**src/rtl/regfile_sb.sv**
```systemverilog
// Integer register file with two combinational read ports, one write port,
// a pending-write scoreboard for hazard stalls and a sequential clear engine.
module regfile_sb #(
  parameter int XLEN     = 32,
  parameter int NREGS    = 32,
  parameter int AW       = $clog2(NREGS),
  parameter int BYPASS   = 1,
  parameter int ZERO_REG = 1
) (
  input  logic            clk,
  input  logic            rst,
  input  logic            reg_write,
  input  logic [AW-1:0]   wr,
  input  logic [XLEN-1:0] wd,
  input  logic [AW-1:0]   rr1,
  input  logic [AW-1:0]   rr2,
  output logic [XLEN-1:0] rd1,
  output logic [XLEN-1:0] rd2,
  input  logic            issue_valid,
  input  logic [AW-1:0]   issue_rd,
  output logic            busy1,
  output logic            busy2,
  input  logic            clr_req,
  output logic            clr_busy,
  output logic            clr_done,
  output logic [0:0]      o_dbg_state
);

  localparam logic [0:0]    S_IDLE   = 1'b0;
  localparam logic [0:0]    S_CLEAR  = 1'b1;
  localparam logic [AW-1:0] LAST_IDX = AW'(NREGS - 1);

  logic [XLEN-1:0] r_regs [NREGS];
  logic [NREGS-1:0] r_pend;
  logic [0:0]       r_state;
  logic [AW-1:0]    r_clr_idx;

  logic w_idle;
  logic w_wr_ok;
  logic w_iss_ok;
  logic w_byp1;
  logic w_byp2;
  logic w_last;

  // Out-of-range indices and the hardwired zero register are treated alike.
  function automatic logic idx_valid(input logic [AW-1:0] idx);
    logic w_in_range;
    logic w_is_zero;
    w_in_range = (32'(idx) < NREGS);
    w_is_zero  = (ZERO_REG != 0) && (idx == '0);
    return w_in_range && !w_is_zero;
  endfunction

  assign w_idle   = (r_state == S_IDLE);
  assign w_last   = (r_clr_idx == LAST_IDX);
  assign w_wr_ok  = w_idle && reg_write && idx_valid(wr);
  assign w_iss_ok = w_idle && issue_valid && idx_valid(issue_rd);
  assign w_byp1   = (BYPASS != 0) && w_wr_ok && (wr == rr1);
  assign w_byp2   = (BYPASS != 0) && w_wr_ok && (wr == rr2);

  always_ff @(posedge clk or negedge rst) begin
    if (!rst) begin
      r_state   <= S_IDLE;
      r_clr_idx <= '0;
    end else begin
      case (r_state)
        S_IDLE: begin
          if (clr_req) begin
            r_state   <= S_CLEAR;
            r_clr_idx <= '0;
          end
        end
        S_CLEAR: begin
          if (w_last) begin
            r_state   <= S_IDLE;
            r_clr_idx <= '0;
          end else begin
            r_clr_idx <= r_clr_idx + 1'b1;
          end
        end
        default: begin
          r_state   <= S_IDLE;
          r_clr_idx <= '0;
        end
      endcase
    end
  end

  always_ff @(posedge clk or negedge rst) begin
    if (!rst) begin
      for (int i = 0; i < NREGS; i++) begin
        r_regs[i] <= '0;
      end
    end else if (!w_idle) begin
      r_regs[r_clr_idx] <= '0;
    end else if (w_wr_ok) begin
      r_regs[wr] <= wd;
    end
  end

  // The issue set is applied after the writeback clear so a newer producer
  // to the same register stays pending.
  always_ff @(posedge clk or negedge rst) begin
    if (!rst) begin
      r_pend <= '0;
    end else if (!w_idle) begin
      r_pend[r_clr_idx] <= 1'b0;
    end else begin
      if (w_wr_ok) begin
        r_pend[wr] <= 1'b0;
      end
      if (w_iss_ok) begin
        r_pend[issue_rd] <= 1'b1;
      end
    end
  end

  always_comb begin
    rd1 = '0;
    if (idx_valid(rr1)) begin
      rd1 = w_byp1 ? wd : r_regs[rr1];
    end
  end

  always_comb begin
    rd2 = '0;
    if (idx_valid(rr2)) begin
      rd2 = w_byp2 ? wd : r_regs[rr2];
    end
  end

  // A clear in flight stalls every operand, valid index or not.
  always_comb begin
    busy1 = 1'b1;
    busy2 = 1'b1;
    if (w_idle) begin
      busy1 = idx_valid(rr1) && r_pend[rr1] && !w_byp1;
      busy2 = idx_valid(rr2) && r_pend[rr2] && !w_byp2;
    end
  end

  assign clr_busy    = !w_idle;
  assign clr_done    = !w_idle && w_last;
  assign o_dbg_state = r_state;

endmodule
```
**config.mk**
```make
export PLATFORM = sky130hd
export DESIGN_NAME = regfile_sb
export DESIGN_NICKNAME = d
export VERILOG_FILES = /design/src/rtl/regfile_sb.sv
export SDC_FILE = /design/constraint.sdc
export NUM_CORES = 2
export LEC_CHECK = 0
export CAP_MARGIN = 20
export CORE_UTILIZATION = 55
export CTS_BUF_LIST = sky130_fd_sc_hd__clkbuf_16
export DETAILED_ROUTE_END_ITERATION = 6
export MAX_ROUTING_LAYER = met4
export PLACE_DENSITY_LB_ADDON = 0.3
export SLEW_MARGIN = 20
export SYNTH_ARGS = -nofsm -noshare
export SYNTH_HDL_FRONTEND = slang
export SYNTH_SLANG_ARGS = --single-unit
```
**constraint.sdc**
```tcl
create_clock -name clk -period 3.45 [get_ports clk]
set_input_delay 0.69 -clock clk [delete_from_list [all_inputs] [get_ports clk]]
set_output_delay 0.69 -clock clk [all_outputs]
set_load 0.03 [all_outputs]
```
# [Yosys cells after proc, flatten, opt, wreduce, memory -nomap -nowiden]
# Cells that the tools add are included.
[totals] regBits=1062 in_bits=57 output_inout_bits=69 elab_cells=132
[op_classes] addsub=1 n_lt_le_gt_ge=14 n_eq_ne=4 mux=39 bitwise=12 reduce_logical=27
[op_table] op="two-way mux 1024 bit" n=2
[op_table] op="bitwise AND 1024 bit" n=1
[op_table] op="bitwise mux 1024 bit" n=1
[op_table] op="NOT 1024 bit" n=1
[op_table] op="two-way mux 32 bit" n=14
[op_table] op="binary-select mux 32 bit (select 5 bit)" n=2
[op_table] op="demux 32 bit (select 5 bit)" n=2
[op_table] op="bitwise AND 32 bit" n=2
[op_table] op="NOT 32 bit" n=2
[op_table] op="bitwise OR 32 bit" n=1
[op_table] op="less-than comparator 5 x 6 -> 1 bit, second input constant" n=5
[op_table] op="greater-or-equal comparator 6 bit, second input constant" n=4
[op_table] op="NOT 5 -> 6 bit" n=4
[op_table] op="zero test 5 bit" n=4
[op_table] op="logical AND 1 bit" n=16
[op_table] op="demux 1 bit (select 5 bit)" n=3
[op_table] op="greater-or-equal comparator 5 x 1 -> 1 bit, second input constant" n=3
[op_table] op="less-than comparator 6 x 1 -> 1 bit, second input constant" n=2
[op_table] op="binary-select mux 1 bit (select 5 bit)" n=2
[op_table] op="== test 5 bit" n=2
[op_table] op="two-way mux 5 bit" n=2
[op_table] op="case mux 5 bit (2 select lines)" n=1
[op_table] op="two-way mux 1 bit" n=9
[op_table] op="zero test 1 bit" n=6
[op_table] op="6 further kinds" n=6

# [Longest topological paths before layout]
[depth] ltp_word=11 ltp_mapped=11 ltp_nobuf=6

# [Least setup slack after synthesis]
# OpenSTA, ideal clock, no wires.
[synth_timing] path_kind="input to output" startpoint="input port rr1[3]" endpoint="output port rd1[16]" t_arrival_ps=2748 t_required_ps=2760 slack_ps=12 path_stages=7 n_path_buf=2 path_cell_list="clkbuf_1 xnor2_1 nand3b_1 nor4b_2 clkbuf_1 nor3_1 a211oi_1"
[synth_via] elab_chain_cells=6 elab_cells_between_ends=9 cone_classes="1 x eq/ne; 5 x mux; 1 x bitwise; 2 x reduce/logical"
[synth_rtl] item="from (decl)" line_no="15" source="input logic [AW-1:0] rr1,"
[synth_rtl] item="NOT 5 -> 6 bit (implied by the code)" line_no="121" source="rd1 = w_byp1 ? wd : r_regs[rr1];"
[synth_rtl] item="binary-select mux 32 bit (select 5 bit)" line_no="121"
[synth_rtl] item="two-way mux 32 bit (implied by the code) (2 in series)" line_no="121"
[synth_rtl] item="two-way mux 32 bit" line_no="121"
[synth_rtl] item="two-way mux 32 bit (*)" line_no="120" source="if (idx_valid(rr1)) begin"
[synth_rtl] item="to (decl)" line_no="17" source="output logic [XLEN-1:0] rd1,"
# Every way passes the cells marked *; elsewhere a longest branch is shown, timed or not. The select of a mux whose other input is x is not followed.

# [Worst setup path in the final report]
[layout_timing] startpoint="register r_state, in the netlist clr_busy" endpoint="output port rd2[0]"
[layout_via] elab_chain_cells=6
[layout_rtl] item="from (decl)" line_no="35" source="logic [0:0] r_state;"
[layout_rtl] item="from (signal assigned)" line_no="63" source="r_state <= S_IDLE;"
[layout_rtl] item="from (signal assigned)" line_no="69" source="r_state <= S_CLEAR;"
[layout_rtl] item="from (signal assigned)" line_no="75" source="r_state <= S_IDLE;"
[layout_rtl] item="NOT 1 bit" line_no="54" source="assign w_idle = (r_state == S_IDLE);"
[layout_rtl] item="logical AND 1 bit (2 in series)" line_no="56" source="assign w_wr_ok = w_idle && reg_write && idx_valid(wr);"
[layout_rtl] item="logical AND 1 bit" line_no="59" source="assign w_byp2 = (BYPASS != 0) && w_wr_ok && (wr == rr2);"
[layout_rtl] item="two-way mux 32 bit" line_no="128" source="rd2 = w_byp2 ? wd : r_regs[rr2];"
[layout_rtl] item="two-way mux 32 bit" line_no="127" source="if (idx_valid(rr2)) begin"
[layout_rtl] item="to (decl)" line_no="18" source="output logic [XLEN-1:0] rd2,"
# Every way passes these cells.

==> results.cfg <==
[outcome]
status = finished, violations left
violations = design-rule violations, negative setup slack

[clock_tree]
clk-insertion-delay-late_ns = 0.75
cts_root_buf = clkbuf_16
numCtsBuffers = 111
clk_pin_slew_ns = 0.06
cts_tree = built
htreeDepth = 3
clock_sinks = 1062
clockBufferDepth = 3

[worst_setup_path]
r2r-end = r_regs[62]
cp_cell_sequence = buf_12 -> nor2b_4 -> buf_6 -> o31ai_4 -> buf_6 -> or4_4 -> buf_6 -> o21ai_0 -> a21oi_2 -> a21oi_2 -> buf_12
cp.required_ns = 2.76
critPathKind = register to primary output
cp_slowest_cell = or4_4
r2r_cells = 8
rr_startpoint = clr_busy
worstSetupStartpointType = register
endpoint_kind = primary output
crit_arrival_ns = 3.23
critPathMaxStageDelay_ns = 0.65
r2r_slack_ns = 0.26
crit_top_cell = buf_6
path_max_fanout = 7

[synthesis]
yosys_warnings = 0
avgSynthCellArea_um2 = 13.1
syn-num-nets = 4301
syn_area_mm2 = 0.0557
synthCells = 4239
yosysUniqueCellTypes = 67
postSynth.asyncResetShare_pct = 100
ys_ff_latch = 1062
synth_edf_count = 0
ys.flop_type = dfrtp_1
yosysSeqAreaShare_pct = 47.7

[power_and_ir_drop]
power.density_mw_per_mm2 = 565
p_leak_nw = 30.9
ir_drop_mv = 0.444

[final_layout]
final_cell_count_no_fill = 6007
syn2layout_area_growth_pct = 23.2
drive_above_1_share_pct = 33.6
final_cell_mix = dfrtp_1, a22o_1, buf_4
fillCellCount = 6868
final_common_cell = dfrtp_1
final_area_mm2 = 0.0686
nNetsFinal = 4664

[detailed_routing]
post_drt_via_cell_ratio = 8.16
dr.pass1.iters = 7
wl_mm = 251
drc = 1
vias = 49000
wl_per_cell_um = 41.8
first_iter_violations = 8761
final_antenna_net_count = 0

[timing]
fin_crit_ns = 3.92
setup_slack_ns = -0.474
hold_slack_ns = 0.510
clock_skew_ns = 0.0201
max_slew_margin_pct = 16.1
rsz0062_at_grt = true
drv_slew = 0
worst_pin_slew_ns = 1.26
fin_crit_sh_pct = 114
final-setup-viol-count = 66
finalHoldViolCount = 0
fmax_mhz = 255

[global_routing]
grt_pass1_wl_mm = 357
grt_max_degree = 98
grt_antenna_before_repair = 10
grt_usage_pct = 50.4
gr-total-overflow = 0
grt_pass1_vias = 48400

[floorplan]
initial_core_util_pct = 55.6
coreArea_mm2 = 0.100
die_w_um = 320
die_h_um = 320
ios = 126
dieArea_mm2 = 0.102
rows = 116

[hold_path]
min_to = r_regs[1019]
hp-start = r_regs[1019]
hold_depth = 1
hold_path.class = register to register

[place]
gp_congestion = 1.04
portBuffers = 125
dp_hpwl_mm = 160
dp_cells = 5753
dpl_cell_area_mm2 = 0.0636

[job]
drv_cap = 0
## cell families after synthesis
family	count (synthesis)	synth area share (%)
buf+inv	557	4.58
simple gates	450	4.12
xor+xnor	12	0.189
flops	1062	47.7
fa+ha+maj	5	0.112
mux	656	21.4
compound gates	1497	21.9
## worst max path at each step
stage | start | endpoint | slack, ns | cells past startpoint
floorplan | rr1[3] | rd1[16] | 0.01 | 7
global placement | wr[4] | rd2[11] | -0.82 | 10
detailed placement | wr[3] | rd1[30] | -0.82 | 8
CTS | clr_busy | rd2[28] | -0.38 | 11
global route | clr_busy | rd2[0] | -0.44 | 11
finish | clr_busy | rd2[0] | -0.47 | 11
## metrics by stage
stage	power [mW]	setup TNS, ns	util, %	worst slack, ns
2_1_floorplan	21.1	0	-	0.0122
3_3_place_gp	25.7	-35.79	63.5	-0.818
3_5_place_dp	25.9	-35.79	63.5	-0.816
4_1_cts	38.1	-12.18	68.0	-0.377
5_1_grt	39.5	-17.33	68.5	-0.443
6_report	38.8	-14.93	68.5	-0.474
## power breakdown
part | internal [mW] | switching, mW
Clock | 6.78 | 5.37
Combinational | 4.90 | 5.64
Sequential | 14.3 | 1.73
## synthesized netlist by cell type (4+ instances only)
| cell type | n | area (um2) |
|---|---|---|
| and3_1 | 12 | 75.1 |
| nand2b_1 | 22 | 138 |
| nand2_1 | 93 | 349 |
| a211o_1 | 8 | 70.1 |
| nand3b_1 | 8 | 60.1 |
| buf_4 | 36 | 270 |
| o221ai_1 | 24 | 210 |
| mux2i_1 | 175 | 1750 |
| mux2_2 | 60 | 676 |
| a22oi_1 | 57 | 428 |
| nor3_1 | 56 | 280 |
| o22ai_1 | 98 | 613 |
| clkbuf_1 | 352 | 1320 |
| mux4_2 | 421 | 9480 |
| a21oi_1 | 91 | 455 |
| a211oi_1 | 45 | 338 |
| nor2_1 | 108 | 405 |
| nor2b_1 | 28 | 175 |
| xnor2_1 | 9 | 78.8 |
| o31ai_1 | 5 | 37.5 |
| a221oi_1 | 28 | 245 |
| inv_1 | 14 | 52.6 |
| buf_2 | 85 | 425 |
| a31oi_1 | 7 | 43.8 |
| nor3b_1 | 10 | 75.1 |
| buf_1 | 40 | 150 |
| and2_1 | 41 | 257 |
| nor2_2 | 7 | 43.8 |
| o21ai_0 | 63 | 315 |
| nor4_1 | 26 | 163 |
| buf_8 | 4 | 60.1 |
| buf_6 | 23 | 259 |
| nand3_1 | 20 | 100 |
| dfrtp_1 | 1062 | 26600 |
| a22o_1 | 1026 | 8990 |
| a221o_1 | 10 | 100 |
| a32o_1 | 8 | 80.1 |
| ha_1 | 5 | 62.6 |
| a32oi_1 | 5 | 43.8 |
## layer usage
layer	up-vias	track usage (%)	part of all wire (%)	wire (um)
met5	-	-	0	0
met4	0	36.8	9.5	24000
met3	1467	23.3	17	42900
met2	5126	66.3	40	102000
met1	24600	60.5	33	82700
li1	17800	-	-	-
## timing repair
action                                 in CTS  in global routing
setup buffers                              24                  5
pin swaps                                  37                 22
endpoints found under the hold margin      40                  0
cloned                                      4                  1
resized for setup                         171                 66
setup endpoints to repair                  66                 67
hold buffers                                1                  0
## critical path, delay by kind of cell (launching register included)
| kind | cells | cell delay, ns |
|---|---|---|
| AOI/OAI and AO/OA | 4 | 0.60 |
| buffers and inverters | 5 | 0.74 |
| DFF | 1 | 0.39 |
| and+or+nand+nor | 2 | 0.75 |
## layout make-up
type	count	area, um2	area share [%]
multi-input combinational	2620	27900	40.7
antenna	16	40.0	0.0584
tap	1298	1620	2.37
timing repair buffer	791	8820	12.9
sequential	1062	26600	38.8
inverter	16	61.3	0.0894
clock buffer	112	2800	4.09
clock inverter	92	773	1.13
## flip-flops by register name, indices dropped and copies added (netlist names)
register and flops:
r_regs 1024, r_pend 32, r_clr_idx 5, clr_busy 1
Power figures use the tool's default switching activity.
